<file path="src/rtl/pmod_frame_router.sv">
// rtl/pmod_frame_router.sv - aligns per-pmod sample frames, routes/inverts channels, emits one frame.
// Optional ROUTER_MIX_EN adds a second source per output with a saturating mix.
module pmod_frame_router #(
  parameter int W       = 16,
  parameter int N_PMODS = 2,
  parameter int N_CH    = 4,
  parameter int TIMEOUT = 512
) (
  input  logic                                      clk_12mhz,
  input  logic                                      rst_n,
  input  logic [N_PMODS-1:0]                        sample_strobe_in,
  input  logic [N_PMODS*N_CH*W-1:0]                 sample_in,
  input  logic [N_PMODS*N_CH*$clog2(N_PMODS*N_CH+1)-1:0] route_sel,
  input  logic [N_PMODS*N_CH-1:0]                   route_inv,
`ifdef ROUTER_MIX_EN
  input  logic [N_PMODS*N_CH*$clog2(N_PMODS*N_CH+1)-1:0] route_sel_b,
  input  logic [N_PMODS*N_CH-1:0]                   route_mix,
`endif
  input  logic                                      err_clr,
  output logic [N_PMODS*N_CH*W-1:0]                 sample_out,
  output logic                                      sample_strobe_out,
  output logic                                      err_timeout,
  output logic [7:0]                                drop_count
);
  localparam int T  = N_PMODS * N_CH;
  localparam int SW = $clog2(T + 1);
  localparam int KW = (T > 1) ? $clog2(T) : 1;
  localparam int TW = $clog2(TIMEOUT + 1);
  localparam logic [W-1:0] S_MIN = {1'b1, {(W-1){1'b0}}};
  localparam logic [W-1:0] S_MAX = {1'b0, {(W-1){1'b1}}};

  typedef enum logic [1:0] {S_IDLE, S_COLLECT, S_ROUTE, S_EMIT} state_t;
  state_t r_state, w_state_next;

  logic [N_PMODS-1:0] r_pending;
  logic [TW-1:0]      r_timer;
  logic [T*W-1:0]     r_buf, r_rbuf, r_sample_out;
  logic [T*SW-1:0]    r_sel;
  logic [T-1:0]       r_inv;
  logic [KW-1:0]      r_k;
  logic               r_err;
  logic [7:0]         r_drop;

  logic           w_all, w_timeout, w_enter_route, w_inv;
  logic [TW-1:0]  w_tnext;
  logic [SW-1:0]  w_sel;
  logic [W-1:0]   w_src, w_a, w_out;
  logic [T*W-1:0] w_rbuf_next;
  logic [8:0]     w_ndrop;

  always_comb begin
    w_state_next = r_state;
    w_timeout    = 1'b0;
    w_all        = &(r_pending | sample_strobe_in);
    w_tnext      = r_timer + 1'b1;
    case (r_state)
      S_IDLE:
        if (|sample_strobe_in) w_state_next = w_all ? S_ROUTE : S_COLLECT;
      S_COLLECT:
        if (w_all) begin
          w_state_next = S_ROUTE;
        end else if (w_tnext == TW'(TIMEOUT - 1)) begin
          w_state_next = S_ROUTE;
          w_timeout    = 1'b1;
        end
      S_ROUTE:
        if (r_k == KW'(T - 1)) w_state_next = S_EMIT;
      default:
        w_state_next = S_IDLE;
    endcase
    w_enter_route = (r_state != S_ROUTE) && (w_state_next == S_ROUTE);
  end

`ifdef ROUTER_MIX_EN
  logic [T*SW-1:0] r_sel_b;
  logic [T-1:0]    r_mix;
  logic [SW-1:0]   w_sel_b;
  logic [W-1:0]    w_b;
  logic            w_mix;
  logic [W:0]      w_sum;
`endif

  // Datapath for the single output k currently being routed.
  always_comb begin
    w_sel = '0;
    w_inv = 1'b0;
    w_src = '0;
    for (int i = 0; i < T; i++)
      if (r_k == KW'(i)) begin
        w_sel = r_sel[i*SW +: SW];
        w_inv = r_inv[i];
      end
    for (int i = 0; i < T; i++)
      if (w_sel == SW'(i)) w_src = r_buf[i*W +: W];
    if (w_inv) w_a = (w_src == S_MIN) ? S_MAX : (~w_src + 1'b1);
    else       w_a = w_src;
    w_out = w_a;
`ifdef ROUTER_MIX_EN
    w_sel_b = '0;
    w_mix   = 1'b0;
    w_b     = '0;
    for (int i = 0; i < T; i++)
      if (r_k == KW'(i)) begin
        w_sel_b = r_sel_b[i*SW +: SW];
        w_mix   = r_mix[i];
      end
    for (int i = 0; i < T; i++)
      if (w_sel_b == SW'(i)) w_b = r_buf[i*W +: W];
    w_sum = {w_a[W-1], w_a} + {w_b[W-1], w_b};
    if (w_mix) begin
      if (w_sum[W] != w_sum[W-1]) w_out = w_sum[W] ? S_MIN : S_MAX;
      else                        w_out = w_sum[W-1:0];
    end
`endif
    w_rbuf_next = r_rbuf;
    for (int i = 0; i < T; i++)
      if (r_k == KW'(i)) w_rbuf_next[i*W +: W] = w_out;
    w_ndrop = {1'b0, r_drop};
    for (int p = 0; p < N_PMODS; p++)
      w_ndrop = w_ndrop + 9'(sample_strobe_in[p]);
  end

  always_ff @(posedge clk_12mhz) begin
    if (!rst_n) begin
      r_state      <= S_IDLE;
      r_pending    <= '0;
      r_timer      <= '0;
      r_buf        <= '0;
      r_rbuf       <= '0;
      r_sample_out <= '0;
      r_sel        <= '0;
      r_inv        <= '0;
      r_k          <= '0;
      r_err        <= 1'b0;
      r_drop       <= '0;
`ifdef ROUTER_MIX_EN
      r_sel_b      <= '0;
      r_mix        <= '0;
`endif
    end else begin
      r_state <= w_state_next;
      if (r_state == S_IDLE || r_state == S_COLLECT) begin
        for (int p = 0; p < N_PMODS; p++)
          if (sample_strobe_in[p]) r_buf[p*N_CH*W +: N_CH*W] <= sample_in[p*N_CH*W +: N_CH*W];
        r_pending <= r_pending | sample_strobe_in;
        r_timer   <= (r_state == S_IDLE) ? '0 : w_tnext;
      end
      // Snapshot routing controls so mid-route changes cannot tear a frame.
      if (w_enter_route) begin
        r_sel     <= route_sel;
        r_inv     <= route_inv;
`ifdef ROUTER_MIX_EN
        r_sel_b   <= route_sel_b;
        r_mix     <= route_mix;
`endif
        r_pending <= '0;
        r_k       <= '0;
      end
      if (r_state == S_ROUTE) begin
        r_rbuf <= w_rbuf_next;
        r_k    <= r_k + 1'b1;
        if (r_k == KW'(T - 1)) r_sample_out <= w_rbuf_next;
      end
      if (err_clr)        r_err <= 1'b0;
      else if (w_timeout) r_err <= 1'b1;
      if (err_clr)
        r_drop <= '0;
      else if ((r_state == S_ROUTE || r_state == S_EMIT) && |sample_strobe_in)
        r_drop <= w_ndrop[8] ? 8'hFF : w_ndrop[7:0];
    end
  end

  assign sample_out        = r_sample_out;
  assign sample_strobe_out = (r_state == S_EMIT);
  assign err_timeout       = r_err;
  assign drop_count        = r_drop;
endmodule
</file>
<file path="config.mk">
export PLATFORM = sky130hd
export DESIGN_NAME = pmod_frame_router
export DESIGN_NICKNAME = d
export VERILOG_FILES = /design/src/rtl/pmod_frame_router.sv
export SDC_FILE = /design/constraint.sdc
export NUM_CORES = 1
export LEC_CHECK = 0
export ABC_AREA = 1
export ABC_CLOCK_PERIOD_IN_PS = 5200
export BUFFER_PORTS_ARGS = -buffer_cell sky130_fd_sc_hd__buf_2
export CORE_MARGIN = 2
export CORE_UTILIZATION = 34
export CTS_CLUSTER_DIAMETER = 150
export CTS_CLUSTER_SIZE = 14
export DETAILED_ROUTE_END_ITERATION = 12
export PLACE_DENSITY = 0.48
export SLEW_MARGIN = 20
export SYNTH_ARGS = -nofsm -noshare
export SYNTH_HDL_FRONTEND = slang
export SYNTH_SLANG_ARGS = --single-unit
</file>
<file path="constraint.sdc">
create_clock -name clk_12mhz -period 5.2 [get_ports clk_12mhz]
set_input_delay 0.52 -clock clk_12mhz [delete_from_list [all_inputs] [get_ports clk_12mhz]]
set_output_delay 0.52 -clock clk_12mhz [all_outputs]
set_load 0.02 [all_outputs]
</file>
==> results by group, run 1 <==
STA
  • Worst slew margin relative to its limit: 27.5%
  • Final critical delay including setup and external delays: ~4.7 ns
  • Maximum clock rate: roughly 0.21 GHz
  • Slew at the pin closest to its max-slew limit: around 1.1 ns
  • Clock Skews: between 0.03 and 0.04 ns
  • Setup-violating endpoint count in the final report: 0
  • Aggregate negative setup slack: 0 ns
  • Hold Violations, Final: 0
  • Minimum hold slack: approximately 0.17 ns
  • Max-slew violation total from the final report: 0
  • Final worst-path cycle share: around nine tenths
  • RSZ-0062 raised after global routing: false

Synthesis
  • Post-Synthesis Mean Instance Area: 6.89 sq um
  • Yosys reg bits: between 400 and 500
  • Summed instance area of the synthesized netlist: ~20000 sq um
  • Share of the synthesized area in the top cell type: between 40 and 50%
  • Most common flop cell mapped by yosys: sky130_fd_sc_hd__dfxtp_1
  • Post-synth cell types: between 40 and 50
  • Share of async-settable or async-resettable flops after synthesis: 0%
  • Top area cells in the synthesized netlist: sky130_fd_sc_hd__dfxtp_1 (44%), sky130_fd_sc_hd__nor2_1 (9.9%), sky130_fd_sc_hd__nand2_1 (9.0%)
  • Post-synth EDFFs: 0
  • Mapped Cells: around 2800
  • Library cell with the largest summed area after synthesis: sky130_fd_sc_hd__dfxtp_1
  • Fraction of the yosys area taken by sequential cells: between 40 and 50%
  • Warnings from Yosys: 0
  • Total nets after synthesis: 3033

Clocking
  • Clock Tree Root: sky130_fd_sc_hd__clkbuf_16
  • Total CTS buffers: 36
  • Clk buf depth: 3
  • Clock H-tree levels: 2
  • CTS tree: built
  • Clock net sink count: around 430
  • Skew-Pair Late Insertion Delay: approximately 0.57 ns
  • Total of hold buffers inserted after clock tree synthesis: 0
  • Clk pin slew, worst setup/hold paths: ~0.070 ns

Global routing
  • Initial antenna violation count: 1
  • Pin count of the biggest net entering global routing: 227
  • GR Util All Layers: 21.4%
  • Global-route wire length before repair: approximately 100 mm
  • Vias in the first global route: roughly 18000
  • Total congestion overflow: 0

Drt
  • Wirelength, routed: approximately 65 mm
  • DRT Pass-1 Iters: 5
  • Number of routed nets with antenna violations: 0
  • Vias per cell: about 5
  • Drt first-iter violations: 1277
  • Vias after detailed routing: around 19000
  • Final routed DRC violation total: 0
  • Routed WL per cell: approximately 17 microns

Power
  • Leakage power of the design: between 10 and 15 nW
  • Cell Pwr Density: just over 400 nW/um^2
  • Post-route total power: slightly above 0.009 W
  • Largest vdd supply drop: 199 uV

Setup path
  • Critical-path top delay cell: sky130_fd_sc_hd__dfxtp_1
  • Library cell appearing most often on the critical path: sky130_fd_sc_hd__nand2_1
  • Type of the worst setup path: register to register
  • Critical Path RT: about 5.7 ns
  • Crit path largest cell delay: 0.39 ns
  • Kind of capture point of the worst setup path: register
  • Sort of element at the start of the critical path: register
  • CP delay by family, top: simple AND/OR/NAND/NOR gates
  • Critical Path AT: about 5.2 ns
  • Number of buffer and inverter instances along the worst setup path: 6
  • Highest fanout seen on the critical path: 27

Job
  • Number of max-cap violations: 0

Placed design
  • Number of buffer cells added on primary ports: 310
  • Half-perimeter wire length of the detailed placement result: around 44 mm
  • Placement-stage cell area: 21600 sq um
  • RePlAce Congestion: about 0.86

Worst hold path
  • Hold/Removal Path Class: input port to register

Layout
  • Ratio of cells with drive above 1 in the final layout: between 10 and 15%
  • Area Overhead vs Synth: 15.2%
  • Post-layout instance area: around 23000 sq um
  • Final net count: ~3200
  • Antenna cells: 0

Die
  • Die H: 244 microns
  • Top-Level Pins: around 310
  • Starting density of the core: 34.2%
  • Core footprint: around 57000 sq um
  • Die boundary width: between 200 and 250 microns
  • FP Rows: 88
  • Die area: a little under 60000 sq um

Run status
  • Result of the run: complete, no violations
power breakdown:
| group | switching, W | internal [W] |
|---|---|---|
| clock | 0.00125 | 0.00124 |
| combinational | 0.00214 | 0.000767 |
| sequential | 0.000195 | 0.00369 |
registers in the layout (all words and copies together) (netlist names):
register	cells
drop_count	8
r_timer	10
r_k	3
r_pending	2
sample_out	128
r_state	2
r_buf	128
r_sel	32
r_rbuf	112
r_inv	8
err_timeout	1
layout make-up:
cell class	instances	area [sq um]
clock inverter	2	25.0
sequential	434	8690
inverter	277	1050
tap	765	957
fill	6022	34700
clock buffer	36	901
multi-input combinational	1955	9180
timing repair buffer	340	1820
worst min-delay path: stages:
cell,delay (ns)
sky130_fd_sc_hd__buf_2,0.07
sky130_fd_sc_hd__nor2_1,0.03
sky130_fd_sc_hd__nor2_1,0.08
timing repair:
item                                    CTS  global route
endpoints found under the setup margin    0           223
gates resized for setup                   0             9
buffers inserted                          0             2
hold endpoints to repair                  0             0
worst paths after layout:
check,from,end,slack (ns),depth (start not counted)
worst max-delay path,r_k[1]$_SDFFE_PN0P_,sample_out[63]$_SDFFE_PN0P_,0.45,27
worst min-delay path,sample_in[9],r_buf[9]$_SDFFE_PN0P_,0.17,3
worst min register to register,r_buf[54]$_SDFFE_PN0P_,r_buf[54]$_SDFFE_PN0P_,0.46,2
worst max register to register,r_k[1]$_SDFFE_PN0P_,sample_out[63]$_SDFFE_PN0P_,0.45,27
routing by layer:
metal	GRT usage [%]	vias up	part of all wire (%)
met1	29.7	8772	47
li1	-	9524	-
met5	0	-	0
met4	5.85	0	2.5
met2	34.3	481	45
met3	3.45	75	5.4
metrics by stage:
step	util (%)	setup WS (ns)	std cells
floorplan	-	1.58	2849
global placement	37.7	0.333	3767
detailed placement	37.7	0.148	3767
CTS	39.3	0.133	3805
global route	39.4	0.00857	3809
finish	39.4	0.452	3809
kinds of logic after synthesis:
family / count (synthesis) / synth area share (%)
and+or+nand+nor: 1391 / 30.3
DFF: 434 / 44.3
AOI/OAI and AO/OA: 541 / 15.0
adders and majority gates: 11 / 0.740
buffers and inverters: 462 / 9.28
xor gates and xnor gates: 10 / 0.446
layout by cell type, fill, tap and decap left out, types with 12 or more instances in the layout:
master	count
sky130_fd_sc_hd__nor2_1	515
sky130_fd_sc_hd__nand2_1	468
sky130_fd_sc_hd__dfxtp_1	434
sky130_fd_sc_hd__buf_2	309
sky130_fd_sc_hd__o21ai_0	302
sky130_fd_sc_hd__nand3_1	298
sky130_fd_sc_hd__inv_1	261
sky130_fd_sc_hd__a21oi_1	145
sky130_fd_sc_hd__o21a_1	72
sky130_fd_sc_hd__nand4_1	36
sky130_fd_sc_hd__clkbuf_16	36
sky130_fd_sc_hd__buf_4	26
sky130_fd_sc_hd__nor3_1	13
sky130_fd_sc_hd__or2_2	12
synth_stat cells, types with 8 or more instances:
| cell type | count |
|---|---|
| sky130_fd_sc_hd__xor2_1 | 8 |
| sky130_fd_sc_hd__o21a_1 | 72 |
| sky130_fd_sc_hd__buf_2 | 16 |
| sky130_fd_sc_hd__nor2_1 | 520 |
| sky130_fd_sc_hd__nor3_1 | 13 |
| sky130_fd_sc_hd__dfxtp_1 | 434 |
| sky130_fd_sc_hd__nand3_1 | 302 |
| sky130_fd_sc_hd__o211ai_1 | 9 |
| sky130_fd_sc_hd__inv_1 | 262 |
| sky130_fd_sc_hd__a21oi_1 | 145 |
| sky130_fd_sc_hd__ha_1 | 10 |
| sky130_fd_sc_hd__buf_1 | 21 |
| sky130_fd_sc_hd__or2_2 | 12 |
| sky130_fd_sc_hd__nand2_1 | 469 |
| sky130_fd_sc_hd__nand4_1 | 36 |
| sky130_fd_sc_hd__clkbuf_1 | 138 |
| sky130_fd_sc_hd__o21ai_0 | 302 |
No activity file was read; power rests on OpenSTA's default activity.
==> run 2, diff against run 1 <==
--- a/config.mk
+++ b/config.mk
@@ -6,14 +6,15 @@
 export NUM_CORES = 1
 export LEC_CHECK = 0
 export ABC_AREA = 1
-export ABC_CLOCK_PERIOD_IN_PS = 5200
+export ABC_CLOCK_PERIOD_IN_PS = 4000
 export BUFFER_PORTS_ARGS = -buffer_cell sky130_fd_sc_hd__buf_2
+export CAP_MARGIN = 0
 export CORE_MARGIN = 2
 export CORE_UTILIZATION = 34
 export CTS_CLUSTER_DIAMETER = 150
 export CTS_CLUSTER_SIZE = 14
 export DETAILED_ROUTE_END_ITERATION = 12
-export PLACE_DENSITY = 0.48
+export PLACE_DENSITY = 0.5
 export SLEW_MARGIN = 20
 export SYNTH_ARGS = -nofsm -noshare
 export SYNTH_HDL_FRONTEND = slang
==> constraint.sdc (replaced) <==
create_clock -name clk_12mhz -period 4 [get_ports clk_12mhz]
set_input_delay 0.2 -clock clk_12mhz [delete_from_list [all_inputs] [get_ports clk_12mhz]]
set_output_delay 0.2 -clock clk_12mhz [all_outputs]
set_load 0.02 [all_outputs]
==> run 2 against run 1 <==
Final cell count is 7.6% higher. Utilization is 6.4 points higher. Clock skew is 0.017 ns lower. Routed wire length is 6.3% higher. Die area stayed put. Worst hold slack worse by 0.13 ns. Global-route usage is 0.47 points higher. Sequential cell count stayed put. Worst setup slack worse by 0.30 ns. First-iteration DRC count is 8.5% higher. Power is 49% higher. Count of clock-buffer cells in the layout is 1 higher. Largest power group is now combinational cells.
==> results by group, run 2 (synthesis gave the netlist of run 1 again) <==
Run status
  • Result of the run: complete, no violations

Placed design
  • Number of placed cells counting well taps: 3843 (+2.0%)
  • RePlAce Congestion: 0.852 (-1.2%)
  • Number of buffer cells added on primary ports: 310 (unchanged)
  • Half-perimeter wire length of the detailed placement result: 44.3 mm (+1.2%)
  • Setup slack after placement: -0.417 ns (-0.565 ns)

STA
  • Worst slew margin relative to its limit: 21.2% (-6.3 points)
  • Final setup slack of the worst path: 0.154 ns (-0.299 ns)
  • Clock Skews: 0.0165 ns (-0.0173 ns)
  • Max-slew violation total from the final report: 0 (unchanged)
  • RSZ-0062 raised after global routing: true
  • Maximum clock rate: 0.260 GHz (+23%)
  • Setup-violating endpoint count in the final report: 0 (unchanged)
  • Final worst-path cycle share: 96.2% (+4.9 points)
  • Final critical delay including setup and external delays: 3.85 ns (-0.901 ns)
  • Slew at the pin closest to its max-slew limit: 1.18 ns (+0.106 ns)
  • Hold Violations, Final: 0 (unchanged)

Clocking
  • Skew-Pair Late Insertion Delay: 0.57 ns (about the same)
  • CTS tree: built
  • Clk buf depth: 3 (unchanged)
  • Clock net sink count: 434 (unchanged)
  • Total CTS buffers: 36 (unchanged)
  • Clock H-tree levels: 2 (unchanged)
  • Clock Tree Root: sky130_fd_sc_hd__clkbuf_16
  • Clk pin slew, worst setup/hold paths: 0.07 ns (about the same)

Setup path
  • Critical Path AT: 4.30 ns (-0.92 ns)
  • Library cell appearing most often on the critical path: sky130_fd_sc_hd__nand2_1
  • Reg2reg setup slack: 0.15 ns (-0.30 ns)
  • Sort of element at the start of the critical path: register
  • Highest fanout seen on the critical path: 6 (-78%)
  • Critical-path top delay cell: sky130_fd_sc_hd__dfxtp_4
  • Type of the worst setup path: register to register
  • Crit path largest cell delay: 0.37 ns (-0.02 ns)
  • CP delay by family, top: simple AND/OR/NAND/NOR gates
  • Critical Path RT: 4.45 ns (-1.22 ns)
  • Kind of capture point of the worst setup path: register
  • Number of buffer and inverter instances along the worst setup path: 6 (unchanged)

Power
  • Switching component of the power: 0.00520 W (+45%)
  • Power share of the combinational group: 39.8% (+8.4 points)
  • Largest vdd supply drop: 295 uV (+49%)
  • Cell Pwr Density: 525 nW/um^2 (+28%)
  • Clock power share: 23.6% (-3.1 points)
  • Leakage power of the design: 12.3 nW (+15%)
  • Proportion of power drawn by flip-flops and latches: 36.6% (-5.3 points)
  • Sw Share: 37.7% (-0.93 points)
  • Internal cell power: 0.00859 W (+51%)

Die
  • FP Rows: 88 (unchanged)
  • Starting density of the core: 34.2% (unchanged)
  • Die area: 59700 sq um (unchanged)
  • Core footprint: 57400 sq um (unchanged)
  • Die H: 244 microns (unchanged)
  • Die boundary width: 244 microns (unchanged)
  • Top-Level Pins: 311 (unchanged)

Drt
  • Vias after detailed routing: 20343 (+7.9%)
  • Number of routed nets with antenna violations: 0 (unchanged)
  • Final routed DRC violation total: 0 (unchanged)
  • DRT Pass-1 Iters: 5 (unchanged)
  • Drt first-iter violations: 1385 (+8.5%)
  • Vias per cell: 4.96 (+0.25%)
  • Wirelength, routed: 69.6 mm (+6.3%)
  • Routed WL per cell: 17.0 microns (-1.2%)

Global routing
  • Initial antenna violation count: 1 (unchanged)
  • Pin count of the biggest net entering global routing: 227 (unchanged)
  • Total congestion overflow: 0 (unchanged)
  • Global-route wire length before repair: 104 mm (+2.8%)
  • Vias in the first global route: 19146 (+8.2%)
  • GR Util All Layers: 21.9% (+0.47 points)

Layout
  • Area Overhead vs Synth: 33.9%
  • Final net count: 3517 (+9.0%)
  • Footprint of the multi-input gates: 10000 sq um (+9.1%)
  • Sequential standard cell area: 8700 sq um (about the same)
  • Highest-count cells in the layout ignoring fill and taps: sky130_fd_sc_hd__nor2_1 (498), sky130_fd_sc_hd__nand2_1 (447), sky130_fd_sc_hd__dfxtp_1 (432)
  • Final non-filler cell total: 4100 (+7.6%)
  • Fill cell count: 5784 (-4.0%)
  • Leading cell type in the layout, fill and taps excluded: sky130_fd_sc_hd__nor2_1
  • Ratio of cells with drive above 1 in the final layout: 21.0% (+6.2 points)

Worst hold path
  • Hold/Removal Path Class: input port to register

Job
  • Number of max-cap violations: 0 (unchanged)
run 2: layer usage:
| metal | GRT usage (%) | part of all wire [%] | up-vias |
|---|---|---|---|
| met3 | 3.49 | 5.0 | 130 |
| met4 | 9.52 | 3.9 | 0 |
| li1 | - | - | 10140 |
| met2 | 35.7 | 46 | 532 |
| met1 | 28.5 | 45 | 9541 |
| met5 | 0 | 0 | - |
run 2: power groups by stage:
stage	Clock, W	Sequential [W]	Combinational, W
after floorplan	0	0.00505	0.00251
after global placement	0	0.00511	0.00423
after detailed placement	0	0.00512	0.00430
after CTS	0.00338	0.00502	0.00456
after global routing	0.00352	0.00509	0.00597
final	0.00326	0.00505	0.00549
run 2: final timing paths:
path	startpoint	end	depth (start not counted)
worst min-delay path	sample_in[70]	r_buf[70]$_SDFFE_PN0P_	3
worst max-delay path	r_k[0]$_SDFFE_PN0P_	sample_out[31]$_SDFFE_PN0P_	25
worst min register to register	r_buf[57]$_SDFFE_PN0P_	r_buf[57]$_SDFFE_PN0P_	2
worst max register to register	r_k[0]$_SDFFE_PN0P_	sample_out[31]$_SDFFE_PN0P_	25
run 2: stage by stage:
step           cell area [sq um]  power [W]  utilization [%]  hold WS, ns  TNS [ns]
6_report                   26300     0.0138             45.8       0.0363         0
5_1_grt                    26300     0.0146             45.8       0.0335     -1.27
4_1_cts                    25000     0.0130             43.6       0.0178         0
3_5_place_dp               22300    0.00942             38.9        0.429    -70.91
3_3_place_gp               22300    0.00934             38.9        0.424    -48.72
2_1_floorplan              19600    0.00756                -        0.335         0
run 2: cell type report:
type	count	area share, %
clock inverters	2	0.0666
flip-flops and latches	434	33.1
inverters	277	4.00
clock buffers	37	3.52
repair buffers	623	17.6
diodes	1	0.00952
well taps	765	3.64
multi-input cells	1961	38.1
run 2: repair_timing:
| item | in CTS | in global routing |
|---|---|---|
| resized for setup | 21 | 210 |
| cloned | 2 | 12 |
| pin swaps | 9 | 76 |
| hold endpoints to repair | 167 | 0 |
| setup endpoints to repair | 240 | 249 |
| setup buffers | 6 | 35 |
| hold buffers | 164 | 0 |
run 2: worst min-delay path, stage by stage:
cell                      delay, ns
sky130_fd_sc_hd__buf_2         0.07
sky130_fd_sc_hd__o21ai_0       0.14
sky130_fd_sc_hd__a21oi_1       0.14
==> run 3, diff against run 2 <==
--- a/config.mk
+++ b/config.mk
@@ -5,7 +5,6 @@
 export SDC_FILE = /design/constraint.sdc
 export NUM_CORES = 1
 export LEC_CHECK = 0
-export ABC_AREA = 1
 export ABC_CLOCK_PERIOD_IN_PS = 4000
 export BUFFER_PORTS_ARGS = -buffer_cell sky130_fd_sc_hd__buf_2
 export CAP_MARGIN = 0
@@ -14,7 +13,7 @@
 export CTS_CLUSTER_DIAMETER = 150
 export CTS_CLUSTER_SIZE = 14
 export DETAILED_ROUTE_END_ITERATION = 12
-export PLACE_DENSITY = 0.5
+export PLACE_DENSITY = 0.51
 export SLEW_MARGIN = 20
 export SYNTH_ARGS = -nofsm -noshare
 export SYNTH_HDL_FRONTEND = slang
==> run 3 against run 2 <==
The run now ends with setup timing left. Register-to-register slack got worse by 0.37 ns. Sequential share of layout area decreased by 1.8 points. Area after synthesis decreased by 4.4%. Fmax decreased by 8.8%. Via count decreased by 4.3%. Final cell count decreased by 12%. Sequential cell count unchanged. Power decreased by 22%. Critical path depth decreased by 3. Synthesized cell count decreased by 18%. Routed wire length increased by 5.1%. Non-clock buffer count increased by 115. Critical endpoint is now r_rbuf[94]$_SDFFE_PN0P_.
==> results by group, run 3 <==
Worst hold path
  • Hold/Removal Path Class: input port to register
  • Worst Hold Path Cells: 3 (unchanged)

Drt
  • Drt first-iter violations: 1179 (-15%)
  • Routed WL per cell: 20.2 microns (+19%)
  • DRT Pass-1 Iters: 5 (unchanged)
  • Number of routed nets with antenna violations: 0 (unchanged)
  • Vias per cell: 5.39 (+8.6%)
  • Final routed DRC violation total: 0 (unchanged)
  • Wirelength, routed: 73.2 mm (+5.1%)
  • Vias after detailed routing: 19469 (-4.3%)

Die
  • Starting density of the core: 34.2% (about the same)
  • Core footprint: 54900 sq um (-4.3%)
  • FP Rows: 86 (-2.3%)
  • Top-Level Pins: 311 (unchanged)
  • Die H: 239 microns (-2.2%)
  • Die area: 57100 sq um (-4.3%)
  • Die boundary width: 239 microns (-2.2%)

Setup path
  • Cells traversed along the worst timing path: ha_4 -> ha_4 -> buf_6 -> buf_6 -> a22oi_2 -> o31ai_4 -> o31a_4 -> or4_4 -> o31a_1 -> o2bb2ai_2 -> o21a_4 -> ha_4 -> o311ai_4 -> nor4bb_4 -> nor4b_4 -> buf_6 -> buf_4 -> a311oi_4 -> a21oi_4 -> buf_12 -> mux2i_1 -> nor2_1
  • FF-to-FF path depth: 22 (-12%)
  • Crit path largest cell delay: 0.54 ns (+0.17 ns)
  • Highest fanout seen on the critical path: 15 (+9)
  • Critical-path top delay cell: sky130_fd_sc_hd__or4_4
  • Critical Path AT: 4.62 ns (+0.32 ns)
  • Critical Path RT: 4.40 ns (-0.05 ns)
  • Type of the worst setup path: register to register
  • Kind of capture point of the worst setup path: register
  • Sort of element at the start of the critical path: register

Synthesis
  • Share of the synthesized area in the top cell type: 46.3% (+2.0 points)
  • Summed instance area of the synthesized netlist: 18800 sq um (-4.4%)
  • Mapped Cells: 2345 (-18%)
  • Post-synth cell types: 92 (+100%)
  • Library cell with the largest summed area after synthesis: sky130_fd_sc_hd__dfxtp_1
  • Share of async-settable or async-resettable flops after synthesis: 0% (unchanged)
  • Most common flop cell mapped by yosys: sky130_fd_sc_hd__dfxtp_1
  • Post-synth EDFFs: 0 (unchanged)
  • Top area cells in the synthesized netlist: sky130_fd_sc_hd__dfxtp_1 (46%), sky130_fd_sc_hd__nand2_1 (10%), sky130_fd_sc_hd__a21oi_1 (9.6%)
  • Yosys reg bits: 434 (unchanged)
  • Fraction of the yosys area taken by sequential cells: 46.3% (+2.0 points)
  • Leading cell type by number of instances after synthesis: sky130_fd_sc_hd__nand2_1
  • Warnings from Yosys: 0 (unchanged)
  • Post-Synthesis Mean Instance Area: 8.00 sq um (+16%)
  • Total nets after synthesis: 2529 (-17%)
  • Most numerous cell types in the synthesized netlist: sky130_fd_sc_hd__nand2_1 (503), sky130_fd_sc_hd__dfxtp_1 (434), sky130_fd_sc_hd__a21oi_1 (359)

STA
  • RSZ-0062 raised after global routing: true
  • Setup-violating endpoint count in the final report: 192 (+192)
  • Slew at the pin closest to its max-slew limit: 1.24 ns (+0.0584 ns)
  • Maximum clock rate: 0.237 GHz (-8.8%)
  • Final critical delay including setup and external delays: 4.22 ns (+0.371 ns)
  • Final worst-path cycle share: 105% (+9.3 points)
  • Minimum hold slack: 0.0226 ns (-0.0137 ns)
  • Worst slew margin relative to its limit: 16.9% (-4.3 points)
  • Clock Skews: 0.0243 ns (+0.00775 ns)
  • Hold Violations, Final: 0 (unchanged)
  • Final setup slack of the worst path: -0.218 ns (-0.371 ns)
  • Max-slew violation total from the final report: 0 (unchanged)

Global routing
  • Total congestion overflow: 0 (unchanged)
  • Global-route wire length before repair: 108 mm (+4.3%)
  • Initial antenna violation count: 0 (-1)
  • Vias in the first global route: 18601 (-2.8%)
  • Pin count of the biggest net entering global routing: 144 (-37%)
  • GR Util All Layers: 24.2% (+2.3 points)

Layout
  • Highest-count cells in the layout ignoring fill and taps: sky130_fd_sc_hd__nand2_1 (478), sky130_fd_sc_hd__dfxtp_1 (431), sky130_fd_sc_hd__buf_2 (309)
  • Final net count: 3092 (-12%)
  • Antenna cells: 0 (-1)
  • Post-route core utilization: 50.6% (+4.8 points)
  • Ratio of cells with drive above 1 in the final layout: 34.9% (+14 points)
  • Area Overhead vs Synth: 48.1%
  • Post-layout instance area: 27800 sq um (+5.7%)
  • Leading cell type in the layout, fill and taps excluded: sky130_fd_sc_hd__nand2_1

Placed design
  • Placement-stage cell area: 22000 sq um (-1.2%)
  • Number of buffer cells added on primary ports: 310 (unchanged)
  • RePlAce Congestion: 0.925 (+8.6%)
  • Setup slack after placement: -0.572 ns (-0.155 ns)
  • Half-perimeter wire length of the detailed placement result: 49.3 mm (+11%)

Clocking
  • CTS tree: built
  • Skew-Pair Late Insertion Delay: 0.57 ns (about the same)
  • Clk buf depth: 3 (unchanged)
  • Clock net sink count: 434 (unchanged)
  • Clk pin slew, worst setup/hold paths: 0.07 ns (about the same)
  • Clock Tree Root: sky130_fd_sc_hd__clkbuf_16
  • Clock H-tree levels: 2 (unchanged)
  • Total CTS buffers: 36 (unchanged)

Power
  • Cell Pwr Density: 389 nW/um^2 (-26%)
  • Largest vdd supply drop: 277 uV (-6.2%)
  • Leakage power of the design: 10.7 nW (-13%)

Run status
  • Result of the run: finished with violations
  • Failing checks: setup timing

Job
  • Number of max-cap violations: 0 (unchanged)
## run 3: cell type report
class | count | area [sq um]
Sequential cell | 434 | 8700
Tap cell | 704 | 881
Multi-Input combinational cell | 1675 | 11300
Timing Repair Buffer | 738 | 5820
Fill cell | 5168 | 27100
Clock buffer | 38 | 951
Inverter | 23 | 103
Clock inverter | 1 | 16.3
## run 3: critical path, delay by kind of cell, from the launching register on
family	cells	cell delay, ns
AOI/OAI and AO/OA	9	1.51
and+or+nand+nor	4	0.84
buffers and inverters	5	0.71
adders and majority gates	3	0.50
DFF	1	0.37
muxes	1	0.14
## run 3: kinds of logic after synthesis
family	Yosys count	share of synthesized area [%]
muxes	35	2.11
AOI/OAI and AO/OA	802	26.1
buffers and inverters	237	5.39
and+or+nand+nor	810	18.4
xor gates and xnor gates	16	0.907
adders and majority gates	11	0.774
DFF	434	46.3
## run 3: routing by layer
metal,track usage [%],vias up,share of wire [%],wire length [microns]
li1,-,9322,-,-
met1,31.6,9507,44,31900
met2,42.0,530,49,35700
met3,3.03,110,4.9,3590
met4,6.57,0,2.7,1990
met5,0,-,0,0
## run 3: power by group
part	internal [W]	switching [W]
logic	0.00133	0.00159
clock network	0.00168	0.00159
registers	0.00447	0.000143
## run 3: repair_timing
item,4_1_cts,5_1_grt
endpoints found under the setup margin,240,240
resized for setup,230,296
pin swaps,102,112
gates cloned,4,7
hold endpoints to repair,167,0
hold buffers,167,0
buffers inserted,32,32
## run 3: path summary, 6_finish.rpt
check | startpoint | end | slack (ns)
max | r_k[1]$_SDFFE_PN0P_ | r_rbuf[94]$_SDFFE_PN0P_ | -0.22
min | sample_in[120] | r_buf[120]$_SDFFE_PN0P_ | 0.02
max reg2reg | r_k[1]$_SDFFE_PN0P_ | r_rbuf[94]$_SDFFE_PN0P_ | -0.22
min reg2reg | r_buf[34]$_SDFFE_PN0P_ | r_buf[34]$_SDFFE_PN0P_ | 0.45
## run 3: metrics by stage
step	instances	total power (W)	setup TNS [ns]
final	3613	0.0108	-17.28
after global placement	3342	0.00658	-65.15
after floorplan	2345	0.00568	-38.77
after detailed placement	3342	0.00660	-93.47
after CTS	3582	0.0103	-14.94
after global routing	3613	0.0112	-56.42
